## config.mk

```make
export PLATFORM = sky130hd
export DESIGN_NAME = tqvp_alonso_rsa_modexp
export DESIGN_NICKNAME = d
export VERILOG_FILES = /design/src/rtl/tqvp_alonso_rsa_modexp.sv
export SDC_FILE = /design/constraint.sdc
export NUM_CORES = 1
export LEC_CHECK = 0
export BUFFER_PORTS_ARGS = -buffer_cell sky130_fd_sc_hd__buf_4
export CAP_MARGIN = 20
export CORE_AREA = 5 5 102 104
export DETAILED_ROUTE_END_ITERATION = 6
export DIE_AREA = 0 0 107 109
export GPL_TIMING_DRIVEN = 0
export PLACE_DENSITY = 0.88
export SYNTH_ARGS = -nofsm -noshare
export SYNTH_HDL_FRONTEND = slang
export SYNTH_SLANG_ARGS = --single-unit
```

## constraint.sdc

```tcl
create_clock -name clk -period 6.7 [get_ports clk]
set_input_delay 0 -clock clk [delete_from_list [all_inputs] [get_ports clk]]
set_output_delay 0 -clock clk [all_outputs]
set_load 0.01 [all_outputs]
```

## src/rtl/tqvp_alonso_rsa_modexp.sv

```systemverilog
// Modular exponentiation peripheral for TinyQV: C = P^E mod M.
// Constant-time right-to-left square-and-multiply driven by a bit-serial
// interleaved modular multiplier that is shared between the two products.
// Ports:
//   clk, rst_n        clock, asynchronous active-low reset
//   ui_in[7:0]        input PMOD, readable at address 0xF
//   uo_out[7:0]       {5'b0, error, done, busy}
//   address[3:0]      register address
//   data_write        one-cycle write strobe
//   data_in[7:0]      write data
//   data_out[7:0]     combinational read data
module tqvp_alonso_rsa_modexp #(
  parameter int unsigned WIDTH = 8
) (
  input  logic       clk,
  input  logic       rst_n,
  input  logic [7:0] ui_in,
  output logic [7:0] uo_out,
  input  logic [3:0] address,
  input  logic       data_write,
  input  logic [7:0] data_in,
  output logic [7:0] data_out
);

  localparam int unsigned NB = WIDTH / 8;
  localparam int unsigned BW = $clog2(WIDTH);
  localparam int unsigned CW = $clog2(WIDTH + 1);

  typedef enum logic [2:0] {
    S_IDLE, S_INIT, S_MUL_R, S_MUL_B, S_NEXT
  } state_e;

  state_e             state_q;
  logic [WIDTH-1:0]   p_q, e_q, m_q, r_q;
  logic [WIDTH-1:0]   racc_q, b_q, esh_q, t_q;
  logic [WIDTH:0]     acc_q;
  logic [BW-1:0]      bit_q;
  logic [CW-1:0]      iter_q;
  logic               busy_q, done_q, err_q;

  logic [WIDTH-1:0]   mul_a_c;
  logic [WIDTH:0]     acc_next_c;

  // One interleaved step: acc = (2*acc + a_bit*b) mod m, keeping acc < m.
  function automatic logic [WIDTH:0] mod_step(input logic [WIDTH:0]   acc,
                                              input logic             a_bit,
                                              input logic [WIDTH-1:0] b,
                                              input logic [WIDTH-1:0] m);
    logic [WIDTH:0] t;
    logic [WIDTH:0] mm;
    mm = {1'b0, m};
    t  = acc << 1;
    if (t >= mm) t = t - mm;
    if (a_bit) begin
      t = t + {1'b0, b};
      if (t >= mm) t = t - mm;
    end
    return t;
  endfunction

  // MUL_R multiplies R_acc by B; MUL_B squares B.
  assign mul_a_c    = (state_q == S_MUL_R) ? racc_q : b_q;
  assign acc_next_c = mod_step(acc_q, mul_a_c[bit_q], b_q, m_q);

  assign uo_out = {5'b0, err_q, done_q, busy_q};

  // Register window and exponentiation sequencer.
  always_ff @(posedge clk or negedge rst_n) begin
    if (!rst_n) begin
      state_q <= S_IDLE;
      p_q     <= '0;
      e_q     <= '0;
      m_q     <= '0;
      r_q     <= '0;
      racc_q  <= '0;
      b_q     <= '0;
      esh_q   <= '0;
      t_q     <= '0;
      acc_q   <= '0;
      bit_q   <= '0;
      iter_q  <= '0;
      busy_q  <= 1'b0;
      done_q  <= 1'b0;
      err_q   <= 1'b0;
    end else begin
      // Host writes are only honoured while idle, so they never race the FSM.
      if (data_write && !busy_q) begin
        for (int k = 0; k < int'(NB); k++) begin
          if (address == 4'(1 + k)) p_q[8*k +: 8] <= data_in;
          if (address == 4'(4 + k)) e_q[8*k +: 8] <= data_in;
          if (address == 4'(7 + k)) m_q[8*k +: 8] <= data_in;
        end
        if (address == 4'h0) begin
          if (data_in[0]) begin
            busy_q  <= 1'b1;
            done_q  <= 1'b0;
            err_q   <= 1'b0;
            state_q <= S_INIT;
          end else if (data_in[1]) begin
            done_q <= 1'b0;
            err_q  <= 1'b0;
          end
        end
      end

      case (state_q)
        S_INIT: begin
          if ((m_q == '0) || (p_q >= m_q)) begin
            err_q   <= 1'b1;
            done_q  <= 1'b1;
            busy_q  <= 1'b0;
            state_q <= S_IDLE;
          end else begin
            racc_q  <= (m_q == WIDTH'(1)) ? '0 : WIDTH'(1);
            b_q     <= p_q;
            esh_q   <= e_q;
            iter_q  <= CW'(WIDTH);
            acc_q   <= '0;
            bit_q   <= BW'(WIDTH - 1);
            state_q <= S_MUL_R;
          end
        end
        S_MUL_R: begin
          acc_q <= acc_next_c;
          bit_q <= bit_q - 1'b1;
          if (bit_q == '0) begin
            t_q     <= acc_next_c[WIDTH-1:0];
            acc_q   <= '0;
            bit_q   <= BW'(WIDTH - 1);
            state_q <= S_MUL_B;
          end
        end
        S_MUL_B: begin
          // Final square stays in acc_q for NEXT to pick up.
          acc_q <= acc_next_c;
          bit_q <= bit_q - 1'b1;
          if (bit_q == '0) begin
            bit_q   <= BW'(WIDTH - 1);
            state_q <= S_NEXT;
          end
        end
        S_NEXT: begin
          if (esh_q[0]) racc_q <= t_q;
          b_q    <= acc_q[WIDTH-1:0];
          esh_q  <= esh_q >> 1;
          iter_q <= iter_q - 1'b1;
          acc_q  <= '0;
          if (iter_q == CW'(1)) begin
            r_q     <= esh_q[0] ? t_q : racc_q;
            done_q  <= 1'b1;
            busy_q  <= 1'b0;
            state_q <= S_IDLE;
          end else begin
            state_q <= S_MUL_R;
          end
        end
        default: ;
      endcase
    end
  end

  // Read mux; byte slots beyond the operand width read as zero.
  always_comb begin
    data_out = '0;
    if (address == 4'h0) data_out = {5'b0, err_q, done_q, busy_q};
    if (address == 4'hF) data_out = ui_in;
    for (int k = 0; k < int'(NB); k++) begin
      if (address == 4'(1 + k))  data_out = p_q[8*k +: 8];
      if (address == 4'(4 + k))  data_out = e_q[8*k +: 8];
      if (address == 4'(7 + k))  data_out = m_q[8*k +: 8];
      if (address == 4'(10 + k)) data_out = r_q[8*k +: 8];
    end
  end

endmodule

```

==> report_table.html <==
<table>
<tr><th>Metric</th><th>Value</th></tr>
<tr><th colspan="2">STA</th></tr>
<tr><td>Final min period</td><td>6020 ps</td></tr>
<tr><td>Minimum hold slack</td><td>28.1 ps</td></tr>
<tr><td>Portion of the clock cycle consumed by the worst path in the final layout</td><td>89.8%</td></tr>
<tr><td>Endpoints failing setup</td><td>0</td></tr>
<tr><td>Final setup skew</td><td>19.5 ps</td></tr>
<tr><td>F_max</td><td>166 MHz</td></tr>
<tr><td>Least-Margin Pin Slew</td><td>912 ps</td></tr>
<tr><td>Unrepaired setup endpoints after global routing</td><td>no</td></tr>
<tr><td>Max Slew Vio Count</td><td>0</td></tr>
<tr><td>Final TNS setup</td><td>0 ps</td></tr>
<tr><td>Headroom to the max-slew limit</td><td>39.0%</td></tr>
<tr><td>Number of failing hold endpoints at the final stage</td><td>0</td></tr>
<tr><th colspan="2">Worst setup path</th></tr>
<tr><td>Critical path peak fanout</td><td>10</td></tr>
<tr><td>Data required time of the worst path</td><td>6940 ps</td></tr>
<tr><td>Critical path type</td><td>reg2reg</td></tr>
<tr><td>Kind of start point of the critical path</td><td>flop</td></tr>
<tr><td>R2r setup slk</td><td>680 ps</td></tr>
<tr><td>Worst r2r path cells</td><td>23</td></tr>
<tr><td>Critical Path Max Stage Delay</td><td>540 ps</td></tr>
<tr><td>CP arrival</td><td>6260 ps</td></tr>
<tr><td>Startpoint of the worst register-to-register path</td><td>m_q[1]</td></tr>
<tr><td>R2r endpoint</td><td>acc_q[6]</td></tr>
<tr><td>CP Cell Sequence</td><td>inv_1 &gt; ha_1 &gt; ha_1 &gt; a311oi_1 &gt; a21oi_1 &gt; nor2_1 &gt; buf_6 &gt; nor2_1 &gt; a21oi_1 &gt; inv_1 &gt; ha_1 &gt; a21oi_1 &gt; a21oi_1 &gt; o21a_1 &gt; o41ai_1 &gt; xnor2_1 &gt; ha_1 &gt; nand4_1 &gt; o21ai_0 &gt; o22a_2 &gt; nor3_1 &gt; o211ai_1 &gt; a32o_1</td></tr>
<tr><td>Slowest CP cell</td><td>sky130_fd_sc_hd__nor3_1</td></tr>
<tr><td>Critical Path End Type</td><td>flop</td></tr>
<tr><th colspan="2">Synthesis</th></tr>
<tr><td>Fraction of the yosys area taken by sequential cells</td><td>38.0%</td></tr>
<tr><td>Async set or reset register ratio after synthesis</td><td>100%</td></tr>
<tr><td>Area of the mapped netlist</td><td>5600 sq um</td></tr>
<tr><td>Leading area contributor after synthesis</td><td>sky130_fd_sc_hd__dfrtp_1</td></tr>
<tr><td>Number of synthesis warnings</td><td>0</td></tr>
<tr><td>#FFs+latches synth</td><td>85</td></tr>
<tr><td>Number of enable flip-flop cells after synthesis</td><td>0</td></tr>
<tr><td>Average cell area after synthesis</td><td>9.23 sq um</td></tr>
<tr><td>Portion of synthesized cell area occupied by the leading cell type</td><td>38.0%</td></tr>
<tr><td>Top cells by area, synth</td><td>sky130_fd_sc_hd__dfrtp_1 (38%), sky130_fd_sc_hd__ha_1 (8.3%), sky130_fd_sc_hd__nor2_1 (4.7%)</td></tr>
<tr><td>Leading register cell type out of synthesis</td><td>sky130_fd_sc_hd__dfrtp_1</td></tr>
<tr><td>Netlist cell types</td><td>73</td></tr>
<tr><td>Post-synthesis cell count</td><td>607</td></tr>
<tr><th colspan="2">GRT</th></tr>
<tr><td>Number of global-route vias before repair</td><td>5,162</td></tr>
<tr><td>GR Util All Layers</td><td>28.9%</td></tr>
<tr><td>Antenna violations before repair</td><td>0</td></tr>
<tr><td>Largest net degree at the start of global routing</td><td>86</td></tr>
<tr><td>Gr ovfl total</td><td>0</td></tr>
<tr><td>First-pass GRT wire length</td><td>26,200 um</td></tr>
<tr><th colspan="2">Clock tree</th></tr>
<tr><td>TritonCTS clock tree</td><td>done</td></tr>
<tr><td>Clock latency reported for the late side of the worst-skew pair</td><td>360 ps</td></tr>
<tr><td>Worst-case clock buffer depth</td><td>2</td></tr>
<tr><td>CTS HTree Levels</td><td>3</td></tr>
<tr><td>Number of clock buffers inserted by TritonCTS</td><td>9</td></tr>
<tr><td>Worst-path clk slew</td><td>100 ps</td></tr>
<tr><td>Root buffer cell</td><td>sky130_fd_sc_hd__clkbuf_8</td></tr>
<tr><td>Number of sinks driven by the clock tree</td><td>85</td></tr>
<tr><th colspan="2">Drt</th></tr>
<tr><td>Vias per inst</td><td>6.65</td></tr>
<tr><td>Average wire per standard cell</td><td>20.8 um</td></tr>
<tr><td># DRC</td><td>0</td></tr>
<tr><td>Total Routed Length</td><td>16,300 um</td></tr>
<tr><td>Router iterations before antenna repair</td><td>5</td></tr>
<tr><td>Starting DRT DRC Count</td><td>476</td></tr>
<tr><td>Via count</td><td>5,207</td></tr>
<tr><td>Post-route ant nets</td><td>0</td></tr>
<tr><th colspan="2">Die</th></tr>
<tr><td>Y dimension of the die</td><td>109 um</td></tr>
<tr><td>Horizontal die dimension</td><td>107 um</td></tr>
<tr><td>Die Outline Area</td><td>11,700 sq um</td></tr>
<tr><td>Area of the core region</td><td>9460 sq um</td></tr>
<tr><td>Boundary Pins</td><td>39</td></tr>
<tr><td>Starting density of the core</td><td>59.2%</td></tr>
<tr><td>Num rows</td><td>36</td></tr>
<tr><th colspan="2">Flow run</th></tr>
<tr><td>Total of max-cap violations</td><td>0</td></tr>
<tr><th colspan="2">Placed design</th></tr>
<tr><td>Number of buffers inserted by port buffering</td><td>32</td></tr>
<tr><td>Placer's final routability congestion estimate</td><td>0.932</td></tr>
<tr><td>Half-perimeter wire length of the detailed placement result</td><td>12,000 um</td></tr>
<tr><td>Placed cell area</td><td>6000 sq um</td></tr>
<tr><th colspan="2">Layout</th></tr>
<tr><td>Synthesis-to-finish area growth</td><td>13.0%</td></tr>
<tr><td>Number of antenna diodes</td><td>0</td></tr>
<tr><td>Post-route cell area</td><td>6330 sq um</td></tr>
<tr><td>Total Nets Final</td><td>727</td></tr>
<tr><td>Post-layout utilization of the core</td><td>66.9%</td></tr>
<tr><td>Layout cell share with drive strength beyond 1</td><td>14.2%</td></tr>
<tr><th colspan="2">Worst hold path</th></tr>
<tr><td>Worst min-delay path category</td><td>in2async</td></tr>
<tr><th colspan="2">Outcome</th></tr>
<tr><td>Status</td><td>finished, final reports clean</td></tr>
</table>
[worst max-delay path: cells and delay by family, from the launching register on]
family                   cells  cell delay [ps]
AO/OA/AOI/OAI               11             2540
adder cells (fa/ha/maj)      4             1170
buffers and inverters        3              500
XOR/XNOR                     1              250
flip-flops                   1              510
AND/OR/NAND/NOR              4              920
[worst max path at each step]
stage	startpoint	to	slack (ps)	depth (start not counted)
2_1_floorplan	m_q[1]	acc_q[6]	1900	22
3_3_place_gp	m_q[1]	acc_q[6]	1060	23
3_5_place_dp	m_q[1]	acc_q[6]	880	23
4_1_cts	m_q[1]	acc_q[6]	830	23
5_1_grt	m_q[1]	acc_q[6]	370	24
6_report	m_q[1]	acc_q[6]	680	23
[metrics by stage]
step / cells / worst slack (ps)
2_1_floorplan: 611 / 1900
3_3_place_gp: 757 / 1060
3_5_place_dp: 757 / 883
4_1_cts: 782 / 828
5_1_grt: 783 / 375
6_report: 783 / 682
[sequential cells by signal (all words and copies together) (netlist names)]
register and cells:
esh_q 8, iter_q 4, r_q 8, done_q 1, p_q 8, bit_q 3
acc_q 8, racc_q 8, e_q 8, busy_q 1, state_q 3, t_q 8
b_q 8, err_q 1, m_q 8
[cell usage after synthesis (3+ instances only)]
library cell / instances
sky130_fd_sc_hd__a21oi_1: 29
sky130_fd_sc_hd__a222oi_1: 6
sky130_fd_sc_hd__a22o_1: 16
sky130_fd_sc_hd__a31oi_1: 5
sky130_fd_sc_hd__and3_1: 3
sky130_fd_sc_hd__buf_1: 3
sky130_fd_sc_hd__buf_4: 9
sky130_fd_sc_hd__buf_6: 4
sky130_fd_sc_hd__clkbuf_1: 15
sky130_fd_sc_hd__dfrtp_1: 85
sky130_fd_sc_hd__fa_1: 3
sky130_fd_sc_hd__ha_1: 37
sky130_fd_sc_hd__inv_1: 33
sky130_fd_sc_hd__mux2_2: 18
sky130_fd_sc_hd__mux2i_1: 10
sky130_fd_sc_hd__mux4_1: 4
sky130_fd_sc_hd__nand2_1: 52
sky130_fd_sc_hd__nand2b_1: 5
sky130_fd_sc_hd__nand3_1: 15
sky130_fd_sc_hd__nand4_1: 7
sky130_fd_sc_hd__nor2_1: 70
sky130_fd_sc_hd__nor2b_1: 6
sky130_fd_sc_hd__nor3_1: 13
sky130_fd_sc_hd__o211ai_1: 7
sky130_fd_sc_hd__o21a_1: 8
sky130_fd_sc_hd__o21ai_0: 50
sky130_fd_sc_hd__o22ai_1: 15
sky130_fd_sc_hd__o31ai_1: 7
sky130_fd_sc_hd__or3_1: 6
sky130_fd_sc_hd__xnor2_1: 10
sky130_fd_sc_hd__xor2_1: 4
[layout by cell type, fill, tap and decap left out, types with 3 or more instances in the layout]
master	n
sky130_fd_sc_hd__o211ai_1	7
sky130_fd_sc_hd__conb_1	5
sky130_fd_sc_hd__dlygate4sd3_1	9
sky130_fd_sc_hd__xor2_1	4
sky130_fd_sc_hd__nand3_1	15
sky130_fd_sc_hd__a31oi_1	5
sky130_fd_sc_hd__and3_1	3
sky130_fd_sc_hd__o31ai_1	7
sky130_fd_sc_hd__o21ai_0	50
sky130_fd_sc_hd__mux2_2	18
sky130_fd_sc_hd__nor2b_1	6
sky130_fd_sc_hd__buf_4	41
sky130_fd_sc_hd__dfrtp_1	85
sky130_fd_sc_hd__or3_1	6
sky130_fd_sc_hd__xnor2_1	10
sky130_fd_sc_hd__buf_6	4
sky130_fd_sc_hd__o21a_1	8
sky130_fd_sc_hd__nand4_1	7
sky130_fd_sc_hd__nor2_1	70
sky130_fd_sc_hd__mux4_1	4
sky130_fd_sc_hd__a21oi_1	29
sky130_fd_sc_hd__mux2i_1	10
sky130_fd_sc_hd__fa_1	3
sky130_fd_sc_hd__inv_1	33
sky130_fd_sc_hd__o22ai_1	15
sky130_fd_sc_hd__a22o_1	16
sky130_fd_sc_hd__ha_1	37
sky130_fd_sc_hd__a222oi_1	6
sky130_fd_sc_hd__clkbuf_8	12
sky130_fd_sc_hd__nor3_1	13
sky130_fd_sc_hd__nand2b_1	5
sky130_fd_sc_hd__clkbuf_1	15
sky130_fd_sc_hd__nand2_1	52
sky130_fd_sc_hd__buf_1	3
[cell families (layout without fill, tap and decap cells)]
logic type / count (synthesis) / count (layout) / share of synthesized area, %
AOI/OAI and AO/OA: 178 / 178 / 21.2
xor gates and xnor gates: 14 / 14 / 2.19
adders and majority gates: 40 / 40 / 9.33
buffers and inverters: 66 / 124 / 5.76
DFF: 85 / 85 / 38.0
muxes: 33 / 33 / 7.68
other: 1 / 5 / 0.0669
and+or+nand+nor: 190 / 190 / 15.8
[repair_timing]
action / 4_1_cts / 5_1_grt
setup buffers: 0 / 0
endpoints found under the hold margin: 109 / 0
resized for setup: 0 / 0
hold buffers: 9 / 0
[layout make-up]
class	instances	area, sq um
clock buffers	11	151
repair buffers	42	358
fillers	731	3130
multi-input cells	460	3170
plain buffers	32	194
flip-flops and latches	85	2130
well taps	114	143
inverters	34	129
clock inverters	5	58.8
[routing by layer]
metal	GRT usage [%]	routed length, um
met5	0	0
met4	15.8	825
met3	5.86	1410
met2	48.1	7690
met1	35.5	6340
Power is not shown: default switching activity piles up to over one toggle a cycle in this logic, so the estimate is an artifact.
